$ cat src/rtl/imm_pkg.sv
// imm_pkg -- shared types and default widths for the pipelined immediate
// extender (imm_extend_core, imm_extend_pipe).
//   imm_src_e   : 3-bit mode selector encoding
//   pfx_state_e : prefix tracker states (used only when IMM_PREFIX_EN is set)
package imm_pkg;

  localparam int DEF_DATA_W  = 32;
  localparam int DEF_IMM_W   = 18;
  localparam int DEF_SHORT_W = 13;
  localparam int DEF_SHIFT   = 2;

  typedef enum logic [2:0] {
    IMM_ZERO   = 3'b000,
    IMM_SIGN   = 3'b001,
    IMM_BRANCH = 3'b010,
    IMM_UPPER  = 3'b011,
    IMM_PREFIX = 3'b100
  } imm_src_e;

  typedef enum logic {
    PFX_IDLE     = 1'b0,
    PFX_PREFIXED = 1'b1
  } pfx_state_e;

endpackage

$ cat src/rtl/imm_extend_core.sv
// imm_extend_core -- combinational mode -> extended immediate function.
// Ports:
//   imm_src_i : mode selector (imm_src_e encoding)
//   instr_i   : instruction immediate field
//   pfx_act_i : a prefix is pending; ZERO/SIGN take their high bits from pfx_i
//   pfx_i     : prefix high bits (DATA_W-SHORT_W wide)
//   ext_imm_o : extended immediate (0 for illegal modes)
//   err_o     : illegal mode
// PREFIX (100) is reported illegal here; the pipe never registers the core
// output for an accepted PREFIX when prefix support is built in.
// Requires DATA_W >= IMM_W + SHIFT.
module imm_extend_core
  import imm_pkg::*;
#(
  parameter int DATA_W  = DEF_DATA_W,
  parameter int IMM_W   = DEF_IMM_W,
  parameter int SHORT_W = DEF_SHORT_W,
  parameter int SHIFT   = DEF_SHIFT
) (
  input  logic [2:0]                imm_src_i,
  input  logic [IMM_W-1:0]          instr_i,
  input  logic                      pfx_act_i,
  input  logic [DATA_W-SHORT_W-1:0] pfx_i,
  output logic [DATA_W-1:0]         ext_imm_o,
  output logic                      err_o
);

  logic [SHORT_W-1:0] s;
  logic [DATA_W-1:0]  zext, sext, pcat, bext, uext;

  assign s    = instr_i[SHORT_W-1:0];
  assign zext = DATA_W'(s);
  assign sext = DATA_W'($signed(s));
  assign pcat = {pfx_i, s};
  // Sign-extend the whole field first, then shift: the bits pushed out are
  // copies of the sign bit as long as DATA_W >= IMM_W + SHIFT.
  assign bext = DATA_W'($signed(instr_i)) << SHIFT;
  assign uext = DATA_W'(instr_i) << (DATA_W - IMM_W);

  always_comb begin
    ext_imm_o = '0;
    err_o     = 1'b0;
    case (imm_src_i)
      IMM_ZERO:   ext_imm_o = pfx_act_i ? pcat : zext;
      IMM_SIGN:   ext_imm_o = pfx_act_i ? pcat : sext;
      IMM_BRANCH: ext_imm_o = bext;
      IMM_UPPER:  ext_imm_o = uext;
      default:    err_o     = 1'b1;
    endcase
  end

endmodule

$ cat src/rtl/imm_extend_pipe.sv
// imm_extend_pipe -- one-stage valid/ready registered immediate extender.
// Ports:
//   clk, rst            : clock, synchronous active-high reset
//   in_valid/in_ready   : input handshake (in_ready = !out_valid || out_ready)
//   imm_src, instr      : mode selector and immediate field
//   flush               : drop pending output, prefix and same-cycle input
//   out_valid/out_ready : output handshake
//   ext_imm, err        : registered result, held while stalled
// Build option: IMM_PREFIX_EN enables PREFIX mode (100), the prefix register
// and its IDLE/PREFIXED tracker. Without it, 100 is an illegal mode.
module imm_extend_pipe
  import imm_pkg::*;
#(
  parameter int DATA_W  = DEF_DATA_W,
  parameter int IMM_W   = DEF_IMM_W,
  parameter int SHORT_W = DEF_SHORT_W,
  parameter int SHIFT   = DEF_SHIFT
) (
  input  logic              clk,
  input  logic              rst,
  input  logic              in_valid,
  output logic              in_ready,
  input  logic [2:0]        imm_src,
  input  logic [IMM_W-1:0]  instr,
  input  logic              flush,
  output logic              out_valid,
  input  logic              out_ready,
  output logic [DATA_W-1:0] ext_imm,
  output logic              err
);

  localparam int PW = DATA_W - SHORT_W;

  logic              accept;
  logic              is_pfx;
  logic              pfx_act;
  logic [PW-1:0]     pfx_val;
  logic [DATA_W-1:0] core_imm;
  logic              core_err;

  logic              vld_q;
  logic [DATA_W-1:0] imm_q;
  logic              err_q;

  assign in_ready = !rst && (!vld_q || out_ready);
  // flush wins over a same-cycle input
  assign accept   = in_valid && in_ready && !flush;

`ifdef IMM_PREFIX_EN
  pfx_state_e    state_q, state_d;
  logic [PW-1:0] pfx_q, pfx_d;

  assign is_pfx = (imm_src == IMM_PREFIX);

  always_ff @(posedge clk) begin
    if (rst) begin
      state_q <= PFX_IDLE;
      pfx_q   <= '0;
    end else begin
      state_q <= state_d;
      pfx_q   <= pfx_d;
    end
  end

  // Any accepted non-PREFIX input consumes the prefix, even if its mode
  // ignores it or is illegal.
  always_comb begin
    state_d = state_q;
    pfx_d   = pfx_q;
    if (flush) begin
      state_d = PFX_IDLE;
      pfx_d   = '0;
    end else if (accept) begin
      if (is_pfx) begin
        state_d = PFX_PREFIXED;
        pfx_d   = PW'($signed(instr));
      end else begin
        state_d = PFX_IDLE;
      end
    end
  end

  always_comb begin
    pfx_act = (state_q == PFX_PREFIXED);
    pfx_val = pfx_q;
  end
`else
  assign is_pfx  = 1'b0;
  assign pfx_act = 1'b0;
  assign pfx_val = '0;
`endif

  imm_extend_core #(
    .DATA_W (DATA_W),
    .IMM_W  (IMM_W),
    .SHORT_W(SHORT_W),
    .SHIFT  (SHIFT)
  ) u_core (
    .imm_src_i(imm_src),
    .instr_i  (instr),
    .pfx_act_i(pfx_act),
    .pfx_i    (pfx_val),
    .ext_imm_o(core_imm),
    .err_o    (core_err)
  );

  // Data only loads on an accepted non-PREFIX input, so it stays stable
  // while stalled and after the consumer drains it.
  always_ff @(posedge clk) begin
    if (rst) begin
      vld_q <= 1'b0;
      imm_q <= '0;
      err_q <= 1'b0;
    end else if (flush) begin
      vld_q <= 1'b0;
    end else if (accept && !is_pfx) begin
      vld_q <= 1'b1;
      imm_q <= core_imm;
      err_q <= core_err;
    end else if (out_ready) begin
      vld_q <= 1'b0;
    end
  end

  assign out_valid = vld_q;
  assign ext_imm   = imm_q;
  assign err       = err_q;

endmodule
$ cat config.mk
export PLATFORM = sky130hd
export DESIGN_NAME = imm_extend_pipe
export DESIGN_NICKNAME = d
export VERILOG_FILES = /design/src/rtl/imm_pkg.sv /design/src/rtl/imm_extend_core.sv /design/src/rtl/imm_extend_pipe.sv
export SDC_FILE = /design/constraint.sdc
export NUM_CORES = 1
export LEC_CHECK = 0
export BUFFER_PORTS_ARGS = -buffer_cell sky130_fd_sc_hd__buf_4
export CAP_MARGIN = 10
export CELL_PAD_IN_SITES_DETAIL_PLACEMENT = 0
export CELL_PAD_IN_SITES_GLOBAL_PLACEMENT = 1
export CORE_MARGIN = 1
export CORE_UTILIZATION = 38
export CTS_BUF_LIST = sky130_fd_sc_hd__clkbuf_4 sky130_fd_sc_hd__clkbuf_8
export CTS_CLUSTER_SIZE = 20
export DETAILED_ROUTE_END_ITERATION = 10
export PLACE_DENSITY_LB_ADDON = 0.1
export SLEW_MARGIN = 0
export SYNTH_ARGS = -nofsm -noshare
export SYNTH_HDL_FRONTEND = slang
export SYNTH_SLANG_ARGS = --single-unit
$ cat constraint.sdc
create_clock -name clk -period 1.5 [get_ports clk]
set_clock_uncertainty 0.1 [all_clocks]
set_input_delay 0.3 -clock clk [delete_from_list [all_inputs] [get_ports clk]]
set_output_delay 0.3 -clock clk [all_outputs]
set_load 0.005 [all_outputs]
======== Word level (Yosys, flattened, before mapping) ========
Cells that the tools add are included.
word-level totals
  register bits ........................... 34
  input port bits ......................... 26
  output and inout bits ................... 35
  word-level logic and storage cells ...... 23
cells by class
  equal/unequal tests ..................... 3
  mux-type cells .......................... 4
  bitwise logic cells ..................... 1
  reductions and logical operators ........ 12
operator list
  cell                                                 count
  case mux 32 bit (4 select lines)                     1
  equality test 3 x 2 -> 1 bit, second input constant  2
  OR reduction 4 bit                                   1
  equality test 3 x 1 -> 1 bit, second input constant  1
  logical AND 1 bit                                    3
  zero test 1 bit                                      3
  zero test 3 bit                                      1
  two-way mux 1 bit                                    3
  AND reduction 2 bit                                  1
  nonzero test 2 bit                                   1
  OR reduction 2 bit                                   1
  logical OR 1 bit                                     1
  NOT 1 bit                                            1

======== Longest topological paths before layout ========
Gate-level depths: netlist of run 1.
  depth after elaboration ................. 6
  depth in mapped cells ................... 5
  depth with buffers taken out ............ 3

======== Modules after synthesis ========
Synthesis of run 1 repeated with hierarchy kept, for this count alone.
second synthesis, totals
  cell total of the unflattened synthesis .. 266
  area, all modules ....................... 2,062.0 um^2
by module, submodules not included
  module           times used  cells an instance  area an instance (um^2)  seq. area each (um^2)
  imm_extend_pipe  1           161                1,431.4                  680.7
  imm_extend_core  1           105                630.6                    0.0

======== Worst setup path after synthesis of run 1 ========
OpenSTA, ideal clock, no wires.
  kind .................................... input to output
  start ................................... input port rst
  end ..................................... output port in_ready
  data arrival time ....................... 908 ps
  required time ........................... 1,100 ps
  slack ................................... 192 ps
  cell stages on the path ................. 4
  path buffers ............................ 3
  path through ............................ buf_2 -> buf_2 -> buf_2 -> nor2_1
on the way
  longest elaborated chain between the ends .. 2
ends and longest elaborated chain
  item               RTL line               RTL
  from (decl)        imm_extend_pipe.sv:20  input logic rst,
  zero test 1 bit    imm_extend_pipe.sv:45  assign in_ready = !rst && (!vld_q || out_ready);
  logical AND 1 bit  imm_extend_pipe.sv:45
  to (decl)          imm_extend_pipe.sv:22  output logic in_ready,
No other way between the ends.

======== Final worst setup path of run 1 ========
  start ................................... register vld_q, in the netlist out_valid
  end ..................................... output port in_ready
on the way
  longest elaborated chain between the ends .. 3
ends and longest elaborated chain
  item                    RTL line                RTL
  from (decl)             imm_extend_pipe.sv:41   logic vld_q;
  from (signal assigned)  imm_extend_pipe.sv:111  vld_q <= 1'b0;
  from (signal assigned)  imm_extend_pipe.sv:115  vld_q <= 1'b0;
  from (signal assigned)  imm_extend_pipe.sv:117  vld_q <= 1'b1;
  zero test 1 bit         imm_extend_pipe.sv:45
  logical OR 1 bit        imm_extend_pipe.sv:45
  logical AND 1 bit       imm_extend_pipe.sv:45
No other way between the ends.

==> results by group, run 1 <==
Critical path
  • CP arrival: 0.99 ns
  • Crit-path cells: nor2b_4, nor2_1, buf_4
  • Max stage delay on crit path: 0.34 ns
  • Crit-path slowest cell: dfxtp_2
  • Kind of critical path: reg -> out
  • Crit-path max FO: 3
  • Critical Path RT: 1.10 ns
  • Setup crit end kind: output pin
  • CP Launch Type: register

Timing
  • Setup_tns: 0 ns
  • RSZ-0062 raised after global routing: no
  • Max Clk Rate: 722 MHz
  • Final setup viols: 0
  • Worst Max-Slew Pin Slew: 0.343 ns
  • Slew Viols, Final: 0
  • Final hold vios: 0
  • Crit share post-route: 92.3%
  • Worst Slack Setup Final: 0.115 ns
  • WHS: 0.0808 ns
  • Relative slew slack: 77.1%
  • Tmin final: 1.39 ns

CTS
  • TritonCTS clock tree: yes
  • Cts hold-fix bufs: 0
  • Root Driver: clkbuf_8
  • H-tree levels: 2
  • Total CTS buffers: 5
  • Reg clk slew, reported paths: 0.07 ns
  • Clk buf depth: 2
  • Clock Latency Late Sink: 0.28 ns
  • CTS sink count: 34

Route
  • ANT nets after route: 0
  • Drt wl/cell: 14.7 µm
  • DR vias/cell: 5.29
  • Via count: 1747
  • Routed WL: 4840 µm
  • DRT Pass-1 Iters: 4
  • Remaining DRCs: 0
  • Initial DRC Count: 83

Power and ir drop
  • Sw power: 0.000524 W
  • Comb power frac: 17.7%
  • Switching part of the total: 24.9%
  • Seq pwr share: 44.7%
  • Power per Cell Area: 826 nW/µm²
  • Pint: 0.00158 W
  • Clk network pwr share: 37.5%
  • Maximum vdd drop: 0.550 mV
  • Leakage power: 1.05 nW

Logic synthesis
  • Most instantiated cells after synthesis: dfxtp_1 (34), a21oi_1 (32), o31ai_1 (17), buf_2 (13), nor2b_1 (12)
  • Post-Syn Instances: 205
  • Syn avg cell area: 9.09 µm²
  • Most frequently used flop master after synthesis: dfxtp_1
  • Adder-Cell Fraction of Synth Area: 0%
  • Simple-Gate Fraction of Synth Area: 16.5%
  • Post-synth cell types: 28
  • Compound-Gate Fraction of Synth Area: 31.8%
  • Post-synth EDFFs: 0
  • Sequential-to-total area share from yosys stat: 36.5%
  • Largest area contributor in the netlist: dfxtp_1
  • Seq cells post-synth: 34
  • Largest family of logic cells by synthesized area: compound AO/OA/AOI/OAI gates
  • Post-Syn Nets: 231
  • Area share of the largest cell type after synthesis: 36.5%
  • Synth top area cells: dfxtp_1 (37%), a21oi_1 (8.6%), o31ai_1 (6.9%)
  • Synth Area in XOR/XNOR: 0%
  • Most frequent cell after synthesis: dfxtp_1
  • FFs w/ async S/R, synth: 0%
  • Synth warn: 0
  • Post-synthesis cell area: 1860 µm²
  • Proportion of synthesized area in mux cells: 7.72%

Floorplanning
  • Die Y: 72.0 µm
  • Core area: 4720 µm²
  • Row cnt: 25
  • Die width: 72.0 µm
  • Die ar.: 5190 µm²
  • Boundary pin count: 61
  • Initial core utilization: 39.4%

Layout
  • Filler instances: 468
  • Number of diodes: 0
  • Reg area: 682 µm²
  • Area of the multi-input gates: 1050 µm²
  • P&R area growth vs syn: 36.7%
  • Final net count: 288
  • Design area: 2550 µm²
  • Layout cell share with drive strength beyond 1: 38.0%

Place
  • Port-buffer cells: 60
  • Gpl congestion: 0.757
  • Pre-CTS setup slack: 0.0444 ns
  • Hpwl dp: 3490 µm
  • Placed Area: 2420 µm²

Global route
  • Initial antenna violation count: 0
  • Largest net degree at the start of global routing: 30
  • First-pass GRT wire length: 7740 µm
  • GRT Total Usage: 19.5%
  • Number of global-route vias before repair: 1537
  • Gr ovfl total: 0

Run status
  • Outcome: completed

Hold path
  • Hold Path Class: in -> reg

Flow run
  • Max-cap violation count: 0
==> path summary, 6_finish.rpt <==
check | from | end | slack (ns) | cells after the start
worst max register to register | out_valid | ext_imm[4] | 0.16 | 5
worst max-delay path | out_valid | in_ready | 0.11 | 3
worst min register to register | ext_imm[26] | ext_imm[26] | 0.37 | 2
worst min-delay path | flush | out_valid | 0.08 | 2
==> what timing repair did <==
item / CTS / global route
gates resized for setup: 3 / 2
buffers inserted: 1 / 0
endpoints found under the setup margin: 1 / 6
==> layout make-up <==
class / instances / share of cell area (%)
well taps: 67 / 3.29
clock buffers: 8 / 4.32
inverters: 2 / 0.295
repair buffers: 76 / 23.9
multi-input cells: 143 / 41.4
flip-flops and latches: 34 / 26.8
==> worst max-delay path: cells and delay by family, from the launching register on <==
kind                   cells  cell delay (ns)
flip-flops                 1             0.34
AND/OR/NAND/NOR            2             0.24
buffers and inverters      1             0.13
==> layer usage <==
layer | GRT usage (%) | vias up | part of all wire [%]
met1 | 27.4 | 803 | 50
li1 | - | 899 | -
met4 | 7.19 | 0 | 1.1
met2 | 29.2 | 41 | 45
met5 | 0 | - | 0
met3 | 4.31 | 4 | 4.0
==> flip-flops by register name, summed over array words and instances (netlist names) <==
signal / cells
err: 1
out_valid: 1
ext_imm: 32
==> cells by family (layout without fill, tap and decap cells) <==
family / count (synthesis) / after routing
compound gates: 84 / 84
buf+inv: 28 / 86
flops: 34 / 34
mux: 13 / 13
simple gates: 46 / 46
==> cell usage in the layout, fill, tap and decap left out <==
cell / n
a2111o_1: 3
a21oi_1: 32
a21oi_2: 1
a22o_1: 5
a31oi_1: 4
and2_1: 1
and3b_1: 11
buf_12: 3
buf_4: 73
clkbuf_8: 8
dfxtp_1: 33
dfxtp_2: 1
inv_1: 2
mux2_2: 11
mux2i_1: 2
nand2_1: 6
nand2b_1: 3
nand3b_1: 3
nand4_1: 4
nor2_1: 2
nor2b_1: 11
nor2b_4: 1
nor3_1: 1
nor3b_1: 2
nor4_2: 1
o2111ai_1: 11
o2bb2ai_1: 11
o31ai_1: 16
o31ai_2: 1
==> power groups by stage <==
stage                     combinational [W]  clock (W)  sequential (W)
final                              0.000373   0.000789        0.000940
after global routing               0.000409   0.000850        0.000942
after CTS                          0.000375   0.000808        0.000940
after detailed placement           0.000370          0        0.000960
after global placement             0.000370          0        0.000961
after floorplan                    0.000206          0        0.000962
==> through the flow <==
stage               total power (W)  util [%]  cells
global route                0.00220      53.9    330
floorplan                   0.00117         -    205
global placement            0.00133      51.3    322
CTS                         0.00212      54.0    331
detailed placement          0.00133      51.3    322
finish                      0.00210      53.9    330
(Power assumes the default switching activity.)
==> run 2, diff against run 1 <==
Settings changed: ABC_AREA set to 1, CORE_UTILIZATION 38 to 35.
==> run 2 against run 1 <==
Effect of this change: critical path depth is 1 lower; sequential cell count stayed put; routed wire length decreased by 7.5%; synthesized cell count up 17%; core utilization shrank 4.5 points; final area decreased by 8.3%; sequential share of layout area grew 2.4 points; non-clock buffer count shrank 5; largest power group unchanged.
==> results by group, run 2 <==
Global route
  • Gr ovfl total: 0
  • Number of global-route vias before repair: 1683
  • GRT Total Usage: 19.0%
  • First-pass GRT wire length: 7680 µm
  • Initial antenna violation count: 0
  • Largest net degree at the start of global routing: 37

Logic synthesis
  • Post-synthesis cell area: 1710 µm²
  • Most instantiated cells after synthesis: nand2_1 (74), dfxtp_1 (34), a21oi_1 (33), nand4_1 (26), nand3_1 (16)
  • Syn avg cell area: 7.16 µm²
  • Most frequent cell after synthesis: nand2_1
  • Largest area contributor in the netlist: dfxtp_1
  • Most frequently used flop master after synthesis: dfxtp_1
  • Seq cells post-synth: 34
  • Synth top area cells: dfxtp_1 (40%), nand2_1 (16%), a21oi_1 (9.6%)
  • Post-synth EDFFs: 0
  • FFs w/ async S/R, synth: 0%
  • Area share of the largest cell type after synthesis: 39.8%
  • Post-Syn Nets: 265
  • Synth warn: 0
  • Sequential-to-total area share from yosys stat: 39.8%
  • Post-Syn Instances: 239
  • Post-synth cell types: 19

Critical path
  • Critical Path RT: 1.10 ns
  • Worst r2r path cells: 6
  • Setup crit end kind: output pin
  • Reg2reg start: out_valid
  • CP Launch Type: register
  • CP arrival: 0.89 ns
  • Reg2Reg Capture Point: ext_imm[27]
  • Crit-path max FO: 3
  • Crit. Startpoint: out_valid
  • Setup crit end: in_ready
  • Kind of critical path: reg -> out
  • FF-to-FF setup slack: 0.28 ns

Flow run
  • Max-cap violation count: 0

Route
  • Initial DRC Count: 92
  • Routed WL: 4480 µm
  • DRT Pass-1 Iters: 4
  • Remaining DRCs: 0
  • ANT nets after route: 0
  • DR vias/cell: 4.89
  • Drt wl/cell: 12.3 µm
  • Via count: 1780

Floorplanning
  • Boundary pin count: 61
  • Die ar.: 5170 µm²
  • Core area: 4720 µm²
  • Die Y: 71.9 µm
  • Initial core utilization: 36.2%
  • Row cnt: 25
  • Die width: 71.9 µm

CTS
  • Post-CTS Setup Repair Bufs: 0
  • Cts hold-fix bufs: 0
  • Reg clk slew, reported paths: 0.07 ns
  • Total CTS buffers: 5
  • PostCTS Resize Cnt: 0
  • Root Driver: clkbuf_8
  • TritonCTS clock tree: yes
  • Clk buf depth: 2
  • Clock Latency Late Sink: 0.28 ns
  • CTS sink count: 34
  • H-tree levels: 2

Timing
  • Final setup viols: 0
  • RSZ-0062 raised after global routing: no
  • Max Clk Rate: 777 MHz
  • Tmin final: 1.29 ns
  • Slew Viols, Final: 0
  • Worst Max-Slew Pin Slew: 0.348 ns
  • Setup_tns: 0 ns
  • Crit share post-route: 85.8%
  • Relative slew slack: 76.8%
  • Final hold vios: 0

Layout
  • Number of diodes: 0
  • Commonest cells after routing, fill and taps aside: nand2_1 (74), buf_4 (69), dfxtp_1 (34)
  • Core Util, Final: 49.5%
  • Max FFs per register: 32
  • Layout cell share with drive strength beyond 1: 29.3%
  • Design area: 2340 µm²
  • Most common cell after layout, fill and taps aside: nand2_1
  • Final net count: 322
  • P&R area growth vs syn: 36.5%
  • Filler instances: 494

Power and ir drop
  • Power per Cell Area: 848 nW/µm²
  • Power Total: 0.00198 W
  • Leakage power: 1.01 nW
  • Maximum vdd drop: 0.406 mV

Hold path
  • Hold Path Class: in -> reg

Place
  • Gpl congestion: 0.886
  • Hpwl dp: 3200 µm
  • Placed Area: 2230 µm²
  • Port-buffer cells: 60

Run status
  • Outcome: completed
==> run 2: cell types whose count changed after synthesis, moves of 12 or more <==
cell     before  now
nand2_1       6   74
nand3_1       0   16
nor2b_1      12    0
nand4_1       4   26
o31ai_1      17    0
==> run 2: per-layer routing <==
metal  wire length [µm]  vias up  GRT usage [%]
met1               2150      805           25.3
met4                 35        0           7.84
li1                   -      924              -
met2               2090       47           29.2
met5                  0        -              0
met3                206        4           5.00
==> run 2: critical path, stage by stage (launching register included) <==
cell and delay (ns):
dfxtp_1 0.33, a21oi_1 0.15, buf_4 0.13
==> run 2: metrics by stage <==
stage | hold slack, ns | setup slack [ns] | instances
2_1_floorplan | 0.349 | 0.236 | 239
3_3_place_gp | 0.354 | 0.144 | 356
3_5_place_dp | 0.355 | 0.151 | 356
4_1_cts | 0.190 | 0.201 | 364
5_1_grt | 0.201 | 0.131 | 364
6_report | 0.198 | 0.213 | 364
==> run 2: kinds of logic (layout without fill, tap and decap cells) <==
group / Yosys count / in the layout / synth area share, %
AOI/OAI and AO/OA: 47 / 47 / 14.0
DFF: 34 / 34 / 39.8
and+or+nand+nor: 124 / 124 / 35.9
buffers and inverters: 34 / 92 / 10.3
==> run 2: report_power, final <==
group / switching (W) / internal (W)
Combinational: 0.000152 / 0.000119
Sequential: 0.00000593 / 0.000915
Clock: 0.000326 / 0.000463
==> run 2: final cells by class <==
cell class	count	area, µm²	share of cell area, %
Timing Repair Buffer	71	558	23.9
Tap cell	67	83.8	3.59
Inverter	13	48.8	2.09
Clock buffer	8	110	4.71
Multi-Input combinational cell	171	855	36.6
Sequential cell	34	681	29.1
==> run 2: worst min-delay path by stage <==
stage,startpoint,endpoint,slack (ns),cells past startpoint
after floorplan,err,err,0.35,2
after global placement,ext_imm[0],ext_imm[0],0.35,2
after detailed placement,err,err,0.35,2
after CTS,flush,out_valid,0.19,3
after global routing,flush,out_valid,0.20,3
final,flush,out_valid,0.20,3
==> run 3, diff against run 2 <==
Settings changed: MAX_ROUTING_LAYER set to met4.
==> run 3 against run 2 <==
Effect of this change: final area unchanged; fmax increased by 0.26%; cell count unchanged.
==> results by group, run 3 (same netlist as run 2, synthesis figures left out) <==
Run status
  • Outcome: completed

Timing
  • RSZ-0062 raised after global routing: no
  • Worst Max-Slew Pin Slew: 0.344 ns
  • Slew Viols, Final: 0
  • Final setup viols: 0
  • Final hold vios: 0
  • Setup_tns: 0 ns
  • Max Clk Rate: 779 MHz
  • WHS: 0.199 ns
  • Relative slew slack: 77.0%
  • Crit share post-route: 85.6%
  • Tmin final: 1.28 ns

Critical path
  • Kind of critical path: reg -> out
  • Worst r2r path cells: 6
  • Crit-path max FO: 3
  • Reg2Reg Capture Point: ext_imm[27]
  • CP Launch Type: register
  • Critical Path RT: 1.10 ns
  • Setup crit end kind: output pin
  • Setup crit end: in_ready
  • FF-to-FF setup slack: 0.29 ns
  • Crit. Startpoint: out_valid
  • Reg2reg start: out_valid
  • CP arrival: 0.88 ns

CTS
  • PostCTS Resize Cnt: 0
  • Clk buf depth: 2
  • CTS sink count: 34
  • Cts hold-fix bufs: 0
  • TritonCTS clock tree: yes
  • Post-CTS Setup Repair Bufs: 0
  • Total CTS buffers: 5
  • Clock Latency Late Sink: 0.28 ns
  • H-tree levels: 2
  • Root Driver: clkbuf_8
  • Reg clk slew, reported paths: 0.07 ns

Floorplanning
  • Die Y: 71.9 µm
  • Die width: 71.9 µm
  • Core area: 4720 µm²
  • Boundary pin count: 61
  • Initial core utilization: 36.2%
  • Row cnt: 25
  • Die ar.: 5170 µm²

Power and ir drop
  • Maximum vdd drop: 0.406 mV
  • Sw power: 0.000484 W
  • Comb power frac: 13.7%
  • Clk network pwr share: 39.8%
  • Pint: 0.00150 W
  • Leakage power: 1.01 nW
  • Switching part of the total: 24.4%
  • Power per Cell Area: 848 nW/µm²
  • Seq pwr share: 46.5%

Layout
  • Max FFs per register: 32
  • Layout cell share with drive strength beyond 1: 29.3%
  • Final net count: 322
  • P&R area growth vs syn: 36.5%
  • Design area: 2340 µm²
  • Filler instances: 494
  • Core Util, Final: 49.5%
  • Most common cell after layout, fill and taps aside: nand2_1
  • Number of diodes: 0
  • Commonest cells after routing, fill and taps aside: nand2_1 (74), buf_4 (69), dfxtp_1 (34)

Route
  • Remaining DRCs: 0
  • DR vias/cell: 4.89
  • Initial DRC Count: 83
  • Routed WL: 4480 µm
  • Drt wl/cell: 12.3 µm
  • ANT nets after route: 0
  • Via count: 1779
  • DRT Pass-1 Iters: 4

Global route
  • Largest net degree at the start of global routing: 37
  • GRT Total Usage: 19.6%
  • Initial antenna violation count: 0
  • Number of global-route vias before repair: 1686
  • First-pass GRT wire length: 7680 µm
  • Gr ovfl total: 0

Place
  • Placed Area: 2230 µm²
  • Port-buffer cells: 60
  • Hpwl dp: 3200 µm
  • Gpl congestion: 0.900

Hold path
  • Worst hold path cell count: 3
  • Hold Path Class: in -> reg

Flow run
  • Max-cap violation count: 0
## run 3: cell counts in the layout (fill, tap and decap cells not counted)
Identical to the previous run, type by type.
## run 3: worst min path at each step
stage | startpoint | endpoint | slack, ns
final | flush | out_valid | 0.20
after detailed placement | err | err | 0.35
after global placement | ext_imm[0] | ext_imm[0] | 0.35
after global routing | flush | out_valid | 0.20
after CTS | flush | out_valid | 0.19
after floorplan | err | err | 0.35
## run 3: critical path, stage by stage (launching register included)
cell,delay (ns)
dfxtp_1,0.32
a21oi_1,0.15
buf_4,0.13
## run 3: power by group through the flow
stage,registers (W),logic [W],clock network (W)
floorplan,0.000942,0.000147,0
CTS,0.000920,0.000273,0.000813
finish,0.000921,0.000271,0.000789
detailed placement,0.000941,0.000272,0
global route,0.000922,0.000302,0.000854
global placement,0.000941,0.000275,0
## run 3: layer usage
| layer | part of all wire (%) | up-vias | GRT usage (%) |
|---|---|---|---|
| li1 | - | 923 | - |
| met1 | 48 | 805 | 25.3 |
| met2 | 47 | 47 | 29.4 |
| met3 | 4.5 | 4 | 5.00 |
| met4 | 0.78 | 0 | 7.84 |
| met5 | 0 | - | - |
## run 3: stage by stage
step / worst slack [ns] / total power [W] / std cells
4_1_cts: 0.201 / 0.00201 / 364
2_1_floorplan: 0.236 / 0.00109 / 239
3_3_place_gp: 0.144 / 0.00122 / 356
6_report: 0.217 / 0.00198 / 364
5_1_grt: 0.131 / 0.00208 / 364
3_5_place_dp: 0.151 / 0.00121 / 356
## run 3: final cells by class
cell class              count  area (µm²)  area share, %
clock buffers               8         110           4.71
inverters                  13        48.8           2.09
multi-input cells         171         855           36.6
flip-flops and latches     34         681           29.1
well taps                  67        83.8           3.59
repair buffers             71         558           23.9
